--- config.mk ---
export PLATFORM = sky130hd
export DESIGN_NAME = vector_lane_sequencer
export DESIGN_NICKNAME = d
export VERILOG_FILES = /design/src/rtl/vector_lane_sequencer.sv
export SDC_FILE = /design/constraint.sdc
export NUM_CORES = 1
export LEC_CHECK = 0
export CORE_AREA = 2 2 238 240
export CTS_CLUSTER_SIZE = 14
export DETAILED_ROUTE_END_ITERATION = 10
export DIE_AREA = 0 0 240 242
export PLACE_DENSITY = 0.72
export SLEW_MARGIN = 20
export SYNTH_ARGS = -nofsm -noshare
export SYNTH_HDL_FRONTEND = slang
export SYNTH_SLANG_ARGS = --single-unit
export TNS_END_PERCENT = 1
--- constraint.sdc ---
create_clock -name clk -period 2.57 [get_ports clk]
set_input_delay 0.257 -clock clk [delete_from_list [all_inputs] [get_ports clk]]
set_output_delay 0.257 -clock clk [all_outputs]
set_load 0.01 [all_outputs]
--- src/rtl/vector_lane_sequencer.sv ---
// Vector lane sequencer: reads two source vectors in one cycle, streams
// lanes through a shared scalar ALU, then writes the result vector back.
// Ports: clk/reset_n; req_* issue handshake; abort cancel; regfile
// read (vector_op, vector_size, ra1, ra2, rs1_lanes, rs2_lanes) and write
// (we3, wa3, wd_lanes); shared ALU (alu_a, alu_b, alu_ctrl, alu_result);
// status busy, done, err.
module vector_lane_sequencer #(
  parameter int NUM_LANES = 5,
  parameter int DATA_W    = 32,
  parameter int REG_AW    = 4
) (
  input  logic                        clk,
  input  logic                        reset_n,
  input  logic                        req_valid,
  output logic                        req_ready,
  input  logic [1:0]                  req_op,
  input  logic [2:0]                  req_size,
  input  logic [REG_AW-1:0]           req_ra1,
  input  logic [REG_AW-1:0]           req_ra2,
  input  logic [REG_AW-1:0]           req_wa3,
  input  logic                        abort,
  output logic                        vector_op,
  output logic [2:0]                  vector_size,
  output logic [REG_AW-1:0]           ra1,
  output logic [REG_AW-1:0]           ra2,
  input  logic [NUM_LANES*DATA_W-1:0] rs1_lanes,
  input  logic [NUM_LANES*DATA_W-1:0] rs2_lanes,
  output logic                        we3,
  output logic [REG_AW-1:0]           wa3,
  output logic [NUM_LANES*DATA_W-1:0] wd_lanes,
  output logic [DATA_W-1:0]           alu_a,
  output logic [DATA_W-1:0]           alu_b,
  output logic [1:0]                  alu_ctrl,
  input  logic [DATA_W-1:0]           alu_result,
  output logic                        busy,
  output logic                        done,
  output logic                        err
);

  typedef enum logic [2:0] {
    IDLE, READ, EXEC, WRITE, FAULT
  } state_t;

  localparam logic [2:0] MAX_SZ = 3'(NUM_LANES);

  typedef logic [NUM_LANES-1:0][DATA_W-1:0] vec_t;

  state_t              state_q, state_d;
  logic [1:0]          op_q;
  logic [2:0]          size_q;
  logic [REG_AW-1:0]   ra1_q, ra2_q, wa3_q;
  logic [2:0]          lane_q, lane_d;
  vec_t                opa_q, opb_q, res_q;
  vec_t                wd;
  logic                accept;
  logic                capture;
  logic                store;

  always_ff @(posedge clk or negedge reset_n) begin
    if (!reset_n) begin
      state_q <= IDLE;
      op_q    <= '0;
      size_q  <= '0;
      ra1_q   <= '0;
      ra2_q   <= '0;
      wa3_q   <= '0;
      lane_q  <= '0;
      opa_q   <= '0;
      opb_q   <= '0;
      res_q   <= '0;
    end else begin
      state_q <= state_d;
      lane_q  <= lane_d;
      if (accept) begin
        op_q   <= req_op;
        size_q <= req_size;
        ra1_q  <= req_ra1;
        ra2_q  <= req_ra2;
        wa3_q  <= req_wa3;
      end
      if (capture) begin
        opa_q <= rs1_lanes;
        opb_q <= rs2_lanes;
      end
      if (store) res_q[lane_q] <= alu_result;
    end
  end

  always_comb begin
    state_d     = state_q;
    lane_d      = lane_q;
    accept      = 1'b0;
    capture     = 1'b0;
    store       = 1'b0;
    req_ready   = 1'b0;
    busy        = 1'b1;
    done        = 1'b0;
    err         = 1'b0;
    vector_op   = 1'b0;
    vector_size = '0;
    ra1         = '0;
    ra2         = '0;
    we3         = 1'b0;
    wa3         = '0;
    unique case (state_q)
      IDLE: begin
        req_ready = 1'b1;
        busy      = 1'b0;
        if (req_valid) begin
          accept = 1'b1;
          if (req_size == '0 || req_size > MAX_SZ)
            state_d = FAULT;
          else
            state_d = READ;
        end
      end
      READ: begin
        vector_op   = 1'b1;
        vector_size = size_q;
        ra1         = ra1_q;
        ra2         = ra2_q;
        capture     = 1'b1;
        lane_d      = '0;
        state_d     = abort ? FAULT : EXEC;
      end
      EXEC: begin
        store = 1'b1;
        // Counter stops on the last lane so the ALU operands hold.
        if (abort)
          state_d = FAULT;
        else if (lane_q == size_q - 3'd1)
          state_d = WRITE;
        else
          lane_d = lane_q + 3'd1;
      end
      WRITE: begin
        we3         = 1'b1;
        vector_op   = 1'b1;
        vector_size = size_q;
        wa3         = wa3_q;
        done        = 1'b1;
        state_d     = IDLE;
      end
      FAULT: begin
        done    = 1'b1;
        err     = 1'b1;
        state_d = IDLE;
      end
      default: state_d = IDLE;
    endcase
  end

  // Lanes beyond the vector length are written as zero.
  always_comb begin
    wd = '0;
    for (int i = 0; i < NUM_LANES; i++) begin
      if (state_q == WRITE && 3'(i) < size_q)
        wd[i] = res_q[i];
    end
  end

  assign wd_lanes = wd;
  assign alu_a    = opa_q[lane_q];
  assign alu_b    = opb_q[lane_q];
  assign alu_ctrl = op_q;

endmodule

# Yosys cells after proc, flatten, opt, wreduce, memory -nomap -nowiden
# Cells that the tools add are included.
[classes]
add_sub_neg = 2
n_lt_le_gt_ge = 8
eq_ne = 9
muxes = 35
n_reduce_logical = 14
[op_table]
columns = ["operator", "count"]
rows = [
  ["$mux 32", 8],
  ["$bmux 32 s3", 2],
  ["$bwmux 160", 1],
  ["$demux 32 s3", 1],
  ["$mux 3", 8],
  ["$mux 4", 3],
  ["$mux 1", 10],
  ["$pmux 3 s3", 1],
  ["$eq 3x2->1 const B", 2],
  ["$logic_and 1x1->1", 6],
  ["$logic_not 3->1", 2],
  ["$lt 1x3->1 const A", 2],
  ["$lt 2x3->1 const A", 2],
  ["$ne 2x2->1 const B", 3],
  ["$pmux 3 s2", 1],
  ["$lt 3x4->1 const B", 1],
  ["$reduce_or 2->1", 2],
  ["$add 3x1->3 const B", 1],
  ["$eq 3x1->1 const B", 1],
  ["$eq 3x3->1", 1],
  ["$eq 3x3->1 const B", 1],
  ["$ge 3x1->1 const B", 1],
  ["$gt 3x3->1 const B", 1],
  ["$lt 3x3->1 const A", 1],
  ["other kinds (6)", 6],
]
[totals]
ff_bits = 503
input_bits = 373
output_inout_bits = 247
word_cells = 90

# Logic depth before layout (Yosys ltp)
# Gate-level depths: netlist of the first run.
[depth]
word_depth = 5
ltp_mapped = 7
depth_no_buf = 5

# Worst setup path after synthesis of the first run
# No wires, ideal clock.
[synth_timing]
path_kind = "reg-to-reg"
startpoint = "register state_q[1]"
endpoint = "register ra1_q[0]"
setup_time_ns = 0.125
arrival_ns = 1.723
required_time_ns = 2.445
setup_slack_ns = 0.722
path_stages_with_launch = 8
n_path_buf = 3
synth_period_minus_slack_ns = 1.848
cell_sequence = "dfrtp_1 > buf_6 > or3_4 > inv_2 > and2_1 > buf_4 > buf_6 > mux2_2"
[synth_between]
elab_chain_cells = 2
[synth_lines]
columns = ["item", "line", "source"]
rows = [
  ["start: declaration", "48", "state_t state_q, state_d;"],
  ["start signal: assignment", "72", "state_q <= state_d;"],
  ["$logic_not 3->1", "105", "unique case (state_q)"],
  ["$mux 1", "105", ""],
  ["end signal: assignment", "77", "ra1_q <= req_ra1;"],
  ["end: declaration", "51", "logic [REG_AW-1:0] ra1_q, ra2_q, wa3_q;"],
]
# Every way passes these cells.
# A chain may end at the register's enable or synchronous reset.

# Final worst setup path of the first run
[layout_timing]
startpoint = "register lane_q[2]"
endpoint = "output port alu_b[0]"
[layout_between]
elab_chain_cells = 2
[layout_lines]
columns = ["item", "line", "source"]
rows = [
  ["start: declaration", "52", "logic [2:0] lane_q, lane_d;"],
  ["start signal: assignment", "73", "lane_q <= lane_d;"],
  ["$bmux 32 s3", "164", "assign alu_b = opb_q[lane_q];"],
  ["$mux 32 (not written as such)", "164", ""],
  ["end: declaration", "32", "output logic [DATA_W-1:0] alu_b,"],
]
# Every way passes these cells. The select of a mux whose other input is x is not followed.

==> impl_metrics.json, run 1 <==
{
  "fin_setup_tns_ns": 0,
  "die_w_um": 240,
  "gr-max-usage-layer": "met2",
  "grt_max_degree": 89,
  "synthCells": 1611,
  "drc": 0,
  "irDropWorstVdd_uv": 741,
  "use_met1_pct": 30.0,
  "placed_cells": 2936,
  "hpwl_mm": 52.6,
  "hold_path_class": "in2async",
  "hold_slack_ns": 0.166,
  "synthDominantCellAreaShare_pct": 55.8,
  "vias_per_cell": 5.25,
  "cp_max_fo": 10,
  "clock.fmax_ghz": 0.390,
  "setup_violations": 0,
  "max-cap-violations": 0,
  "synth_area_um2": 22600,
  "grt.overflow.total": 0,
  "cts_buffer_depth": 3,
  "vias": 16167,
  "cp-startpoint": "lane_q[2]",
  "drive_above_1_share_pct": 39.4,
  "fin_util_pct": 57.5,
  "syn_nets": 1987,
  "cts.htree.levels": 2,
  "antenna_violating_nets_post_route": 0,
  "fin_crit_ns": 2.56,
  "syn_area_per_cell_um2": 14.0,
  "grt_usage_pct": 25.0,
  "io_buffers": 619,
  "hold_violations": 0,
  "synth_edf_count": 0,
  "slew_headroom_pct": 69.6,
  "grt_use_met2_pct": 42.1,
  "clkLatencyLatePin_ns": 0.61,
  "synth_common_cells": "mux2_2 (537), dfrtp_1 (503), and2_1 (177)",
  "cts_inserted_buffers": 53,
  "tritoncts": "done",
  "p_per_area_nw_per_um2": 1140,
  "worst_ep_arrival_time_ns": 2.31,
  "cts-root-buf": "clkbuf_16",
  "clk_pin_slew_ns": 0.06,
  "instances_no_fill": 3080,
  "synth_most_common_cell": "mux2_2",
  "die_height_um": 242,
  "finClkSkew_ns": 0.0310,
  "ys_seq_area_share_pct": 55.8,
  "areaGrowthSynthToFinish_pct": 42.2,
  "met3_usage_pct": 7.96,
  "final.period_utilization_pct": 99.7,
  "synth_ff_type": "dfrtp_1",
  "grt_pass1_wl_mm": 109,
  "ys_types": 45,
  "num_rows": 87,
  "synth_top_area_cell": "dfrtp_1",
  "clock-sinks": 503,
  "critPathRequiredTime_ns": 2.31,
  "worst_setup_path_end_kind": "primary output",
  "tightest_slew_ns": 0.443,
  "gp_congestion": 0.915,
  "totalWireLength_mm": 73.5,
  "first_global_vias": 17411,
  "status": "complete, no violations",
  "drt-initial-drc-count": 873,
  "critical_path_class": "reg2out",
  "synthArstFlopShare_pct": 100,
  "ios": 620,
  "r2r-start": "lane_q[2]",
  "slew_viol_final": 0,
  "synth.area.top_cells": "dfrtp_1 (56%), mux2_2 (27%), and2_1 (4.9%)",
  "antenna_found_initial": 26,
  "yosysWarnings": 0,
  "die-area_um2": 58100,
  "avgRoutedWirePerCell_um": 23.9,
  "rsz0062_at_grt": "true",
  "worst_setup_path_start_kind": "flop",
  "leakage_uw": 0.0141,
  "start_util_pct": 40.5,
  "core_um2": 55700,
  "drt_first_pass_iters": 5,
  "ys_seq_elements": 503,
  "fin_nets": 2641
}
==> sequential cells by signal, indices dropped and copies added (netlist names) <==
register / cells
alu_ctrl: 2
opa_q: 160
lane_q: 3
wa3_q: 4
res_q: 160
ra2_q: 4
size_q: 3
opb_q: 160
ra1_q: 4
state_q: 3
==> where the power goes <==
part | total (uW) | internal, uW | switching [uW]
Clock | 7870 | 4640 | 3240
Sequential | 13700 | 11700 | 2080
Combinational | 15000 | 8360 | 6600
Total | 36600 | 24700 | 11900
==> path summary, 6_finish.rpt <==
| path | endpoint | slack (ns) | depth (start not counted) |
|---|---|---|---|
| max | alu_b[0] | 0.007 | 8 |
| min | alu_ctrl[0] | 0.17 | 2 |
| max reg2reg | res_q[56] | 0.34 | 6 |
| min reg2reg | res_q[57] | 0.48 | 1 |
| max in group asynchronous | opb_q[90] | 1.44 | 4 |
| min in group clk | opb_q[121] | 0.25 | 2 |
==> cells in the final DEF (no fill, tap or decap), types with 3 or more instances in the layout <==
master	n
o22ai_1	41
a22oi_2	16
clkbuf_1	15
inv_2	3
clkdlybuf4s15_1	11
diode_2	14
nor2_1	3
clkdlybuf4s50_1	384
mux2_2	537
clkbuf_16	56
dlymetal6s2s_1	6
buf_4	40
buf_12	38
a22oi_1	48
dlygate4sd2_1	100
clkdlybuf4s15_2	9
nand3_1	4
o21ai_0	5
buf_2	63
and2_4	11
clkbuf_2	42
and2_1	166
o22ai_2	22
mux2i_1	64
buf_16	5
clkbuf_8	12
dfrtp_1	500
clkinv_2	11
xor2_1	3
buf_6	11
bufinv_16	4
mux2_1	23
==> kinds of logic (layout without fill, tap and decap cells) <==
family,after synthesis,after routing,share of synthesized area [%]
AO/OA/AOI/OAI,142,142,4.32
XOR/XNOR,4,4,0.216
adder cells (fa/ha/maj),3,3,0.166
buffers and inverters,123,822,2.63
flip-flops,503,503,55.8
multiplexers,624,624,30.8
other,0,14,0
AND/OR/NAND/NOR,212,212,6.05
==> metrics by stage <==
step	total power (uW)	instance area (um2)	setup WS, ns
6_report	36600	32100	0.00747
5_1_grt	38600	32100	-0.0993
4_1_cts	36800	32200	-0.151
3_5_place_dp	28800	30100	0.0684
3_3_place_gp	28300	30100	0.133
2_1_floorplan	22300	22600	0.722
==> cell type report <==
type / count / area (um2)
diodes: 14 / 35.0
clock buffers: 81 / 1570
clock inverters: 19 / 229
fillers: 4648 / 23700
inverters: 7 / 32.5
multi-input cells: 985 / 9690
flip-flops and latches: 503 / 12600
well taps: 756 / 946
repair buffers: 715 / 6980
==> worst max-delay path, cell delays in order, from the launching register on <==
cell and delay [ns]:
dfrtp_4 0.50, buf_12 0.16, nor2b_4 0.17, buf_4 0.15, buf_6 0.11, buf_16 0.14
a22oi_1 0.10, o22ai_1 0.18, buf_2 0.17
==> timing repair <==
action                                  in CTS  in global routing
hold buffers                                 1                  0
buffers inserted                            14                  8
pin swaps                                   16                 17
gates cloned                                 6                  2
endpoints found under the setup margin     239                128
hold endpoints to repair                    72                  0
resized for setup                          496                147
==> routing by layer <==
metal  wire [um]  part of all wire (%)
met1       28600                    39
met2       36400                    50
met3        6160                   8.4
met4        2180                   3.0
met5         181                  0.25
Power figures use the tool's default switching activity.
==> run 2: changes to the inputs <==
CORE_AREA = 2 2 241 243   (was 2 2 238 240)
DIE_AREA = 0 0 243 245   (was 0 0 240 242)
DONT_BUFFER_PORTS = 1   (was unset)
PLACE_DENSITY = 0.57   (was 0.72)
==> impl_metrics.json, run 2 (synthesized netlist as in run 1, its figures left out) <==
{
  "status": "finished with violations",
  "violations": "hold timing, slew limit",
  "clock.fmax_ghz": 0.395,
  "tritoncts": "done",
  "areaGrowthSynthToFinish_pct": 31.1,
  "io_buffers": 0,
  "rsz0062_at_grt": "true",
  "ios": 620,
  "leakage_uw": 0.0124,
  "max-cap-violations": 0,
  "vias": 15049,
  "mostFrequentLayoutCells": "mux2_2 (537), dfrtp_1 (498), dlygate4sd3_1 (372)",
  "cts.htree.levels": 2,
  "cts_buffer_depth": 3,
  "worst_setup_path_end_kind": "primary output",
  "cts-root-buf": "clkbuf_16",
  "cp_max_fo": 13,
  "antenna_found_initial": 17,
  "placed_cells": 2338,
  "num_rows": 88,
  "die-area_um2": 59500,
  "grt.overflow.total": 0,
  "finClkSkew_ns": 0.0104,
  "drive_above_1_share_pct": 36.5,
  "p_per_area_nw_per_um2": 1180,
  "critPathSlowestCell": "dfrtp_4",
  "clock-sinks": 503,
  "setup_violations": 0,
  "die_w_um": 243,
  "instances_no_fill": 2832,
  "core_um2": 57000,
  "nFillCells": 4832,
  "avgRoutedWirePerCell_um": 23.5,
  "mostFrequentLayoutCell": "mux2_2",
  "hold_path_class": "in2async",
  "clkLatencyLatePin_ns": 0.59,
  "grt_max_degree": 504,
  "ctsHoldBuffers": 372,
  "slew_headroom_pct": -110,
  "irDropWorstVdd_uv": 874,
  "hpwl_mm": 44.3,
  "drt-initial-drc-count": 738,
  "worst_setup_path_start_kind": "flop",
  "critPathRequiredTime_ns": 2.31,
  "slew_viol_final": 398,
  "totalWireLength_mm": 66.5,
  "fin_setup_tns_ns": 0,
  "critical_path_class": "reg2out",
  "hold_violations": 269,
  "fin_crit_ns": 2.53,
  "clk_pin_slew_ns": 0.06,
  "max_stage_delay_ns": 0.55,
  "grt_usage_pct": 22.0,
  "antenna_violating_nets_post_route": 0,
  "cts_inserted_buffers": 54,
  "largest_registers": "opa_q: 160 flops, opb_q: 160 flops, res_q: 160 flops",
  "first_global_vias": 16401,
  "worst_ep_arrival_time_ns": 2.28,
  "drc": 0,
  "die_height_um": 245,
  "grt_pass1_wl_mm": 101,
  "vias_per_cell": 5.31,
  "gp_congestion": 0.862,
  "fin_util_pct": 51.8,
  "fin_nets": 2388,
  "hold_slack_ns": -0.623,
  "power_uw": 34700,
  "tightest_slew_ns": 3.14,
  "drt_first_pass_iters": 5,
  "final.period_utilization_pct": 98.6,
  "start_util_pct": 39.5,
  "worstPathCellList": "buf_6, mux2_2, a22oi_1, o22ai_1, buf_4"
}
## run 2: area by class of cell
| cell class | instances | area [um2] | area share [%] |
|---|---|---|---|
| clock buffer | 81 | 1650 | 5.57 |
| timing repair buffer | 461 | 4660 | 15.8 |
| tap | 765 | 957 | 3.24 |
| clock inverter | 17 | 144 | 0.487 |
| multi-input combinational | 985 | 9490 | 32.1 |
| antenna | 13 | 32.5 | 0.110 |
| inverter | 7 | 26.3 | 0.0889 |
| sequential | 503 | 12600 | 42.6 |
## run 2: metrics by stage
step	setup slack (ns)	instance area [um2]
finish	0.0366	29600
global route	-0.0881	29600
CTS	-0.0312	29500
detailed placement	0.354	23700
global placement	0.403	23700
floorplan	0.722	22600
## run 2: worst paths after layout
check                                from   endpoint  cells after the start  slack [ns]
max in group asynchronous         reset_n   ra1_q[3]                      0        0.73
worst max-delay path            lane_q[2]  alu_a[17]                      5        0.04
worst min-delay path              reset_n  res_q[82]                      0       -0.62
worst max register to register  lane_q[2]  res_q[48]                      6        0.34
min in group clk                    abort  lane_q[2]                      3        0.04
worst min register to register  res_q[39]  res_q[39]                      1        0.48
## run 2: report_power, final
group	switching (uW)	total, uW	leakage [uW]	internal (uW)
clock network	3220	7820	0.000889	4600
logic	5850	13200	0.00556	7320
registers	2080	13800	0.00599	11700
total	11100	34700	0.0124	23600
## run 2: timing repair
action | in CTS | in global routing
gates cloned | 1 | 0
resized for setup | 16 | 18
setup buffers | 11 | 0
pin swaps | 1 | 3
endpoints found under the hold margin | 1004 | 503
setup endpoints to repair | 148 | 89
## run 2: critical path: cells and delay by family (launching register included)
kind            cells  cell delay, ns
flops               1            0.55
mux                 1            0.35
buf+inv             2            0.41
compound gates      2            0.35
## run 2: routing by layer
| layer | global-route usage, % | share of wire, % | vias to the layer above |
|---|---|---|---|
| li1 | - | - | 6610 |
| met1 | 27.1 | 41 | 7742 |
| met2 | 37.6 | 50 | 553 |
| met3 | 5.38 | 6.1 | 138 |
| met4 | 7.69 | 3.3 | 6 |
| met5 | 0 | 0.044 | - |
